==> config.mk <==
export PLATFORM = sky130hd
export DESIGN_NAME = retire_rat
export DESIGN_NICKNAME = d
export VERILOG_FILES = /design/src/rtl/retire_rat.sv
export SDC_FILE = /design/constraint.sdc
export NUM_CORES = 1
export LEC_CHECK = 0
export CELL_PAD_IN_SITES_DETAIL_PLACEMENT = 2
export CELL_PAD_IN_SITES_GLOBAL_PLACEMENT = 2
export CORE_MARGIN = 3
export CORE_UTILIZATION = 34
export DETAILED_ROUTE_END_ITERATION = 6
export PLACE_DENSITY = 0.83
export SLEW_MARGIN = 40
export SYNTH_ARGS = -nofsm -noshare
export SYNTH_HDL_FRONTEND = slang
export SYNTH_SLANG_ARGS = --single-unit
==> constraint.sdc <==
create_clock -name CLK -period 3.31 [get_ports CLK]
set_clock_uncertainty 0.05 [all_clocks]
set_input_delay 0.8275 -clock CLK [delete_from_list [all_inputs] [get_ports CLK]]
set_output_delay 0.8275 -clock CLK [all_outputs]
set_load 0.03 [all_outputs]
==> src/rtl/retire_rat.sv <==
// Retirement register alias table: holds the committed arch->phys map, frees the
// displaced physical register on each commit, and replays the map to rename on flush.
module retire_rat #(
  parameter int ARCH_REGS = 32,
  parameter int PHYS_REGS = 64,
  parameter int ARCH_W    = $clog2(ARCH_REGS),
  parameter int PHYS_W    = $clog2(PHYS_REGS)
) (
  input  logic                        CLK,
  input  logic                        RESET,
  input  logic                        newMap_flag_rrat,
  input  logic [ARCH_W-1:0]           reg2map_rrat,
  input  logic [PHYS_W-1:0]           newMap_rrat,
  input  logic                        flush,
  output logic                        free_valid,
  output logic [PHYS_W-1:0]           free_reg,
  output logic                        recovery_busy,
  output logic                        restore_valid,
  output logic [ARCH_W-1:0]           restore_arch,
  output logic [PHYS_W-1:0]           restore_phys,
  output logic [ARCH_REGS*PHYS_W-1:0] rrat_map
);

  typedef enum logic {
    IDLE    = 1'b0,
    RESTORE = 1'b1
  } state_e;

  localparam logic [ARCH_W-1:0] LAST_IDX = ARCH_W'(ARCH_REGS - 1);

  logic [PHYS_W-1:0] map_q [ARCH_REGS];
  logic [PHYS_W-1:0] map_d [ARCH_REGS];
  logic [PHYS_W-1:0] commit_free;

  state_e            state_q, state_d;
  logic [ARCH_W-1:0] idx_q, idx_d;
  logic [PHYS_W-1:0] restore_phys_q, restore_phys_d;
  logic              free_valid_q;
  logic [PHYS_W-1:0] free_reg_q;
  logic              restart;

  // Commit view of the map; $zero is never remapped, so its commit frees newMap itself.
  always_comb begin
    map_d = map_q;
    if (newMap_flag_rrat && (reg2map_rrat != '0)) begin
      map_d[reg2map_rrat] = newMap_rrat;
    end
    commit_free = (reg2map_rrat == '0) ? newMap_rrat : map_q[reg2map_rrat];
  end

  // A commit during the walk changes the map rename is rebuilding, so replay from entry 0.
  assign restart = flush || (newMap_flag_rrat && (state_q == RESTORE));

  always_comb begin
    // NOTE: every signal gets a default first so no path leaves it unassigned (no latch).
    state_d = state_q;
    idx_d   = idx_q;
    if (restart) begin
      state_d = RESTORE;
      idx_d   = '0;
    end else if (state_q == RESTORE) begin
      if (idx_q == LAST_IDX) begin
        state_d = IDLE;
        idx_d   = '0;
      end else begin
        idx_d = idx_q + 1'b1;
      end
    end
    restore_phys_d = (state_d == RESTORE) ? map_d[idx_d] : '0;
  end

  always_ff @(posedge CLK or negedge RESET) begin
    if (!RESET) begin
      // NOTE: the map is a small flop array that must come up as the identity map,
      // so it is reset explicitly rather than left to a RAM macro.
      for (int i = 0; i < ARCH_REGS; i++) begin
        map_q[i] <= PHYS_W'(i);
      end
      state_q        <= IDLE;
      idx_q          <= '0;
      restore_phys_q <= '0;
      free_valid_q   <= 1'b0;
      free_reg_q     <= '0;
    end else begin
      // NOTE: non-blocking updates so every register samples pre-edge values.
      map_q          <= map_d;
      state_q        <= state_d;
      idx_q          <= idx_d;
      restore_phys_q <= restore_phys_d;
      free_valid_q   <= newMap_flag_rrat;
      if (newMap_flag_rrat) begin
        free_reg_q <= commit_free;
      end
    end
  end

  assign free_valid    = free_valid_q;
  assign free_reg      = free_reg_q;
  assign restore_valid = (state_q == RESTORE);
  assign recovery_busy = (state_q == RESTORE);
  assign restore_arch  = idx_q;
  assign restore_phys  = restore_phys_q;

  for (genvar g = 0; g < ARCH_REGS; g++) begin : g_flat
    assign rrat_map[g*PHYS_W +: PHYS_W] = map_q[g];
  end

endmodule

# Word-level counts from Yosys, hierarchy flattened
# Index checks and enable logic that the tools add are counted.
# Widths: inputs -> output; s select.
[totals]
input_bits = 15
word_cells = 68
register_bits = 211
out_inout_bits = 212
[classes]
add_sub_neg = 1
n_reduce_logical = 6
muxes = 18
n_eq_ne = 1
bitwise = 2
order_cmp = 3
[ops]
columns = ["op", "n"]
rows = [
  ["$bwmux 192", 1],
  ["$mux 192", 1],
  ["$bmux 6 s5", 2],
  ["$mux 6", 7],
  ["$demux 6 s5", 1],
  ["$mux 5", 3],
  ["$ge 6x6->1 const B", 2],
  ["$not 5->6", 2],
  ["$lt 6x1->1 const B", 1],
  ["$add 5x1->5 const B", 1],
  ["$eq 5x5->1 const B", 1],
  ["$logic_not 5->1", 1],
  ["$reduce_bool 5->1", 1],
  ["$logic_and 1x1->1", 3],
  ["$mux 1", 3],
  ["$logic_or 1x1->1", 1],
]

# Depth between registers and ports, before layout
# Gate-level depths: netlist (run 1).
[logic_depth]
word_depth = 11
ltp_mapped = 15
ltp_nobuf = 12

# Worst setup path after synthesis (run 1)
# No wires, ideal clock.
[synth_path]
path_kind = "register to register"
from = "reg idx_q[0], in the netlist restore_arch[0]"
to = "reg restore_phys_q[1], in the netlist restore_phys[1]"
required_time_ns = 3.107
arrival_time_ns = 2.874
setup_slack_ns = 0.233
setup_ns = 0.153
path_buffers = 1
period_less_slack_ns = 3.077
path_stages_with_launch = 13
cell_sequence = "dfrtp_1 ha_1 and3_1 ha_1 or2_1 a221o_1 buf_2 inv_2 nand2_1 o32a_1 o32a_1 o32ai_1 a221oi_1"
[synth_between]
elab_chain_cells = 9
elab_cells_between_ends = 13
cone_classes = "1 x add/sub; 1 x eq/ne; 10 x mux; 1 x bitwise"
[synth_lines]
columns = ["element", "line_no", "source"]
rows = [
  ["start, declared", "36", "logic [ARCH_W-1:0] idx_q, idx_d;"],
  ["start signal, assigned", "88", "idx_q <= idx_d;"],
  ["$add 5x1->5 / $eq 5x5->1 (equally long branches)", "66, 62", ""],
  ["$mux 5", "62", "if (idx_q == LAST_IDX) begin"],
  ["$mux 5", "61", "end else if (state_q == RESTORE) begin"],
  ["$mux 5", "58", "if (restart) begin"],
  ["$not 5->6 (not written as such)", "69", "restore_phys_d = (state_d == RESTORE) ? map_d[idx_d] : '0;"],
  ["$bmux 6 s5", "69", ""],
  ["$mux 6 (not written as such) (2 in series)", "69", ""],
  ["$mux 6 *", "69", ""],
  ["net restore_phys_d[1]", "37", "logic [PHYS_W-1:0] restore_phys_q, restore_phys_d;"],
  ["end signal, assigned", "89", "restore_phys_q <= restore_phys_d;"],
  ["end, declared", "37", ""],
]
# Mark *: on every way through the listed nets, which the timed path passes. The rest lies on a longest branch. The select of a mux whose other input is x is not followed.
# A chain may end at the register's enable or synchronous reset.

# Final worst setup path (run 1)
[layout_path]
from = "in reg2map_rrat[4]"
to = "reg restore_phys_q[5], in the netlist restore_phys[5]"
[layout_between]
elab_chain_cells = 11
elab_cells_between_ends = 14
cone_classes = "2 x order compare; 8 x mux; 1 x bitwise; 3 x reduce/logical"
[layout_lines]
columns = ["element", "line_no", "source"]
rows = [
  ["start, declared", "12", "input logic [ARCH_W-1:0] reg2map_rrat,"],
  ["$not 5->6 (not written as such)", "46", "map_d[reg2map_rrat] = newMap_rrat;"],
  ["$ge 6x6->1 (not written as such) / $lt 6x1->1 (equally long branches)", "46", ""],
  ["$logic_and 1x1->1 (not written as such)", "46", ""],
  ["$mux 6 (not written as such)", "46", ""],
  ["$demux 6 s5", "46", ""],
  ["$bwmux 192", "46", ""],
  ["$mux 192 *", "45", "if (newMap_flag_rrat && (reg2map_rrat != '0)) begin"],
  ["$bmux 6 s5 *", "69", ""],
  ["$mux 6 (not written as such) * (2 in series)", "69", ""],
  ["$mux 6 *", "69", ""],
  ["net restore_phys_d[5]", "37", ""],
]
# Marks and branches as above.

==> results of run 1 <==
==> placed cells by master, fill, tap and decap left out, types with 43 or more instances in the layout <==
cell type	netlist	routed
buf_4	9	278
clkdlybuf4s50_1	0	220
dfrtp_1	131	131
dfstp_2	80	80
mux2_2	108	108
mux4_2	55	55
nand2_1	248	247
nor2_1	78	75
nor3_1	51	43
o21ai_0	63	56
==> logic make-up after synthesis <==
kind of cell,Yosys count,synth area share
buffers and inverters,123,0.0438
AOI/OAI and AO/OA,212,0.112
and+or+nand+nor,494,0.186
adders and majority gates,2,0.00198
xor gates and xnor gates,1,0.000694
DFF,211,0.426
muxes,205,0.229
==> Yosys cell counts, types with 4 or more instances <==
cell       number
mux2i_1        31
nand2b_1        8
a21oi_1        35
nand3_1        24
a31oi_1         5
o221ai_1        6
a22oi_1         8
dfstp_2        80
mux2_1         11
nor4_1         11
nand4_1         5
clkbuf_1       50
nand2_1       248
nor2_2          6
nor2_1         78
o21ai_0        63
buf_1           6
buf_4           9
inv_1           8
o211ai_1       11
nand3b_1        4
mux2_2        108
or3_1          13
o21ai_1         8
buf_2          46
o2111ai_1      12
a221oi_1        4
nor3_1         51
a211oi_1        8
nor2_4          6
mux4_2         55
inv_2           4
o22a_1          4
o32a_1          5
dfrtp_1       131
o311ai_0        7
nor2b_1         9
nor3b_1         5
==> how the worst max path moves through the flow <==
stage	startpoint	end	slack (ns)
after CTS	newMap_flag_rrat	restore_phys[2]	0.005
final	reg2map_rrat[4]	restore_phys[5]	-0.26
after global placement	newMap_flag_rrat	restore_phys[1]	-0.41
after floorplan	restore_arch[0]	restore_phys[1]	0.23
after global routing	restore_arch[0]	restore_phys[3]	-0.23
after detailed placement	newMap_flag_rrat	restore_phys[1]	-0.60
==> report_power, final <==
part,switching (mW),internal [mW]
logic,2.44,1.69
clock network,1.33,1.83
registers,0.673,3.19
total,4.45,6.70
==> worst max-delay path, stage by stage <==
cell and delay, ns:
clkdlybuf4s50_1 0.48, buf_4 0.25, or2_1 0.28, buf_12 0.19
nor2_4 0.07, buf_4 0.17, mux2i_1 0.28, buf_4 0.19
nor2_1 0.08, nor4_1 0.51, o31ai_1 0.20, buf_4 0.19
a311oi_1 0.26
==> stage by stage <==
stage	utilization	setup slack, ns	cells
2_1_floorplan	-	0.233	1248
3_3_place_gp	0.483	-0.413	2118
3_5_place_dp	0.483	-0.596	2118
4_1_cts	0.511	0.00482	2171
5_1_grt	0.519	-0.228	2178
6_report	0.519	-0.257	2179
==> area by class of cell <==
type,instances,share of cell area
sequential,211,0.287
multi-input combinational,914,0.371
tap,461,0.0308
clock buffer,36,0.0400
clock inverter,14,0.00882
antenna,1,0.000134
timing repair buffer,530,0.259
inverter,12,0.00281
==> metal layers <==
metal | part of all wire | GRT usage | vias up
li1 | - | - | 5451
met1 | 0.36 | 0.458 | 7458
met2 | 0.46 | 0.627 | 1172
met3 | 0.087 | 0.0596 | 482
met4 | 0.086 | 0.207 | 4
met5 | 0.00026 | 0 | -
==> what timing repair did <==
item                                    4_1_cts  5_1_grt
gates cloned                                  0        1
endpoints found under the hold margin         0        0
pin swaps                                     3       12
endpoints found under the setup margin        6        6
buffers inserted                              3        6
gates resized for setup                      18       53
==> summary.md, run 1 <==
| Metric | Value |
|---|---|
| Status | `finished with violations` |
| Failing checks | `setup timing` |
| Layout cells sized above 1 | `0.388` |
| Placed standard-cell area | `approximately 0.017 mm^2` |
| DPL Wire Length | `52900 um` |
| Critical path type | `primary input to register` |
| Top_reg_cell synth | `dfrtp_1` |
| Worst Hold Class | `primary input to asynchronous set/reset pin` |
| Hold_buf cts | `0` |
| Rel. slew slack | `0.452` |
| Via density | `6.69` |
| CTS sink count | `211` |
| Leak | `8.03 nW` |
| Max cap viols | `0` |
| CTS root buf | `clkbuf_16` |
| Layout filler cell count | `3540` |
| Period minus WS final | `3.57 ns` |
| Core Rows | `69` |
| Share of the synthesized area in the top cell type | `0.260` |
| Syn nets | `1265` |
| IO Port Bufs | `226` |
| Register area | `0.00538 mm^2` |
| Via count | `14.6k` |
| FFs w/ async S/R, synth | `1.00` |
| Endpoint type of the worst setup path | `register` |
| Post-synth EDFFs | `0` |
| Setup TNS | `-0.730 ns` |
| Iteration-0 DRC Markers | `1706` |
| Reg clk slew, reported paths | `0.06 ns` |
| WL/cell | `around 37 um` |
| Pre-Repair DR Iteration Count | `6` |
| Drt total wl | `81300 um` |
| R2R depth | `13` |
| CTS buffer count | `27` |
| CTS tree | `done` |
| Synth area leader | `dfrtp_1` |
| Post-Syn Area | `0.0126 mm^2` |
| Power, Total | `11.2 mW` |
| Initial Utilization | `0.350` |
| Antenna violations before repair | `4` |
| FF+latch count, synth | `approximately 210` |
| Vias in the first global route | `15.5k` |
| Period utilisation layout | `1.08` |
| Die ar. | `0.0395 mm^2` |
| Hold slack | `0.253 ns` |
| Die height | `199 um` |
| Clk Latency, worst-skew pair | `just under 0.6 ns` |
| CP Max Fanout | `9` |
| Area grow syn2layout | `48.3%` |
| Ranking of synthesized cells by area | `dfrtp_1 26%, dfstp_2 17%, mux4_2 9.8%` |
| CP required | `3.73 ns` |
| Ports | `227` |
| First-pass GRT wire length | `109000 um` |
| CTS max path bufs | `3` |
| DRC viols | `0` |
| IR drop worst, VDD | `0.355 mV` |
| Critical path arrival | `3.99 ns` |
| Final net count | `1713` |
| Clock H-tree levels | `1` |
| P per Cell Area | `between 500 and 600 mW/mm^2` |
| GR Overflow Total | `0` |
| Post-synthesis average cell area | `~10 um^2` |
| Setup crit start kind | `primary input` |
| Synth cell types | `79` |
| Slack of the critical path | `-0.257 ns` |
| Final Max Tran Viols | `0` |
| Die width | `199 um` |
| Post-Syn Instances | `around 1.2k` |
| Worst R2R Setup Slack | `-0.14 ns` |
| Final Cell Area | `0.0187 mm^2` |
| Global Route Usage Sum | `0.373` |
| Reg2reg start | `restore_arch[0]` |
| Final setup violation count | `6` |
| Sequential area share after synthesis | `0.426` |
| Warnings, synthesis | `0` |
| Max reg flops | `192` |
| Final Hold Vio Count | `0` |
| Area of the multi-input gates | `0.00695 mm^2` |
| Fmax | `280 MHz` |
| Routability cong. | `between 0.9 and 1` |
| Post-route antenna net violation count | `0` |
| Worst slew pin tran | `0.822 ns` |
| Largest net degree at the start of global routing | `90` |
| Reg-to-reg endpoint | `restore_phys[3]` |
| CORE AREA | `between 0.03 and 0.04 mm^2` |
No activity file was read; power rests on OpenSTA's default activity.
==> inputs of run 2 (changes only) <==
- SKIP_LAST_GASP: not set -> 1
==> results of run 2 <==
Final layout, timing and power as in run 1 (identical DEF).
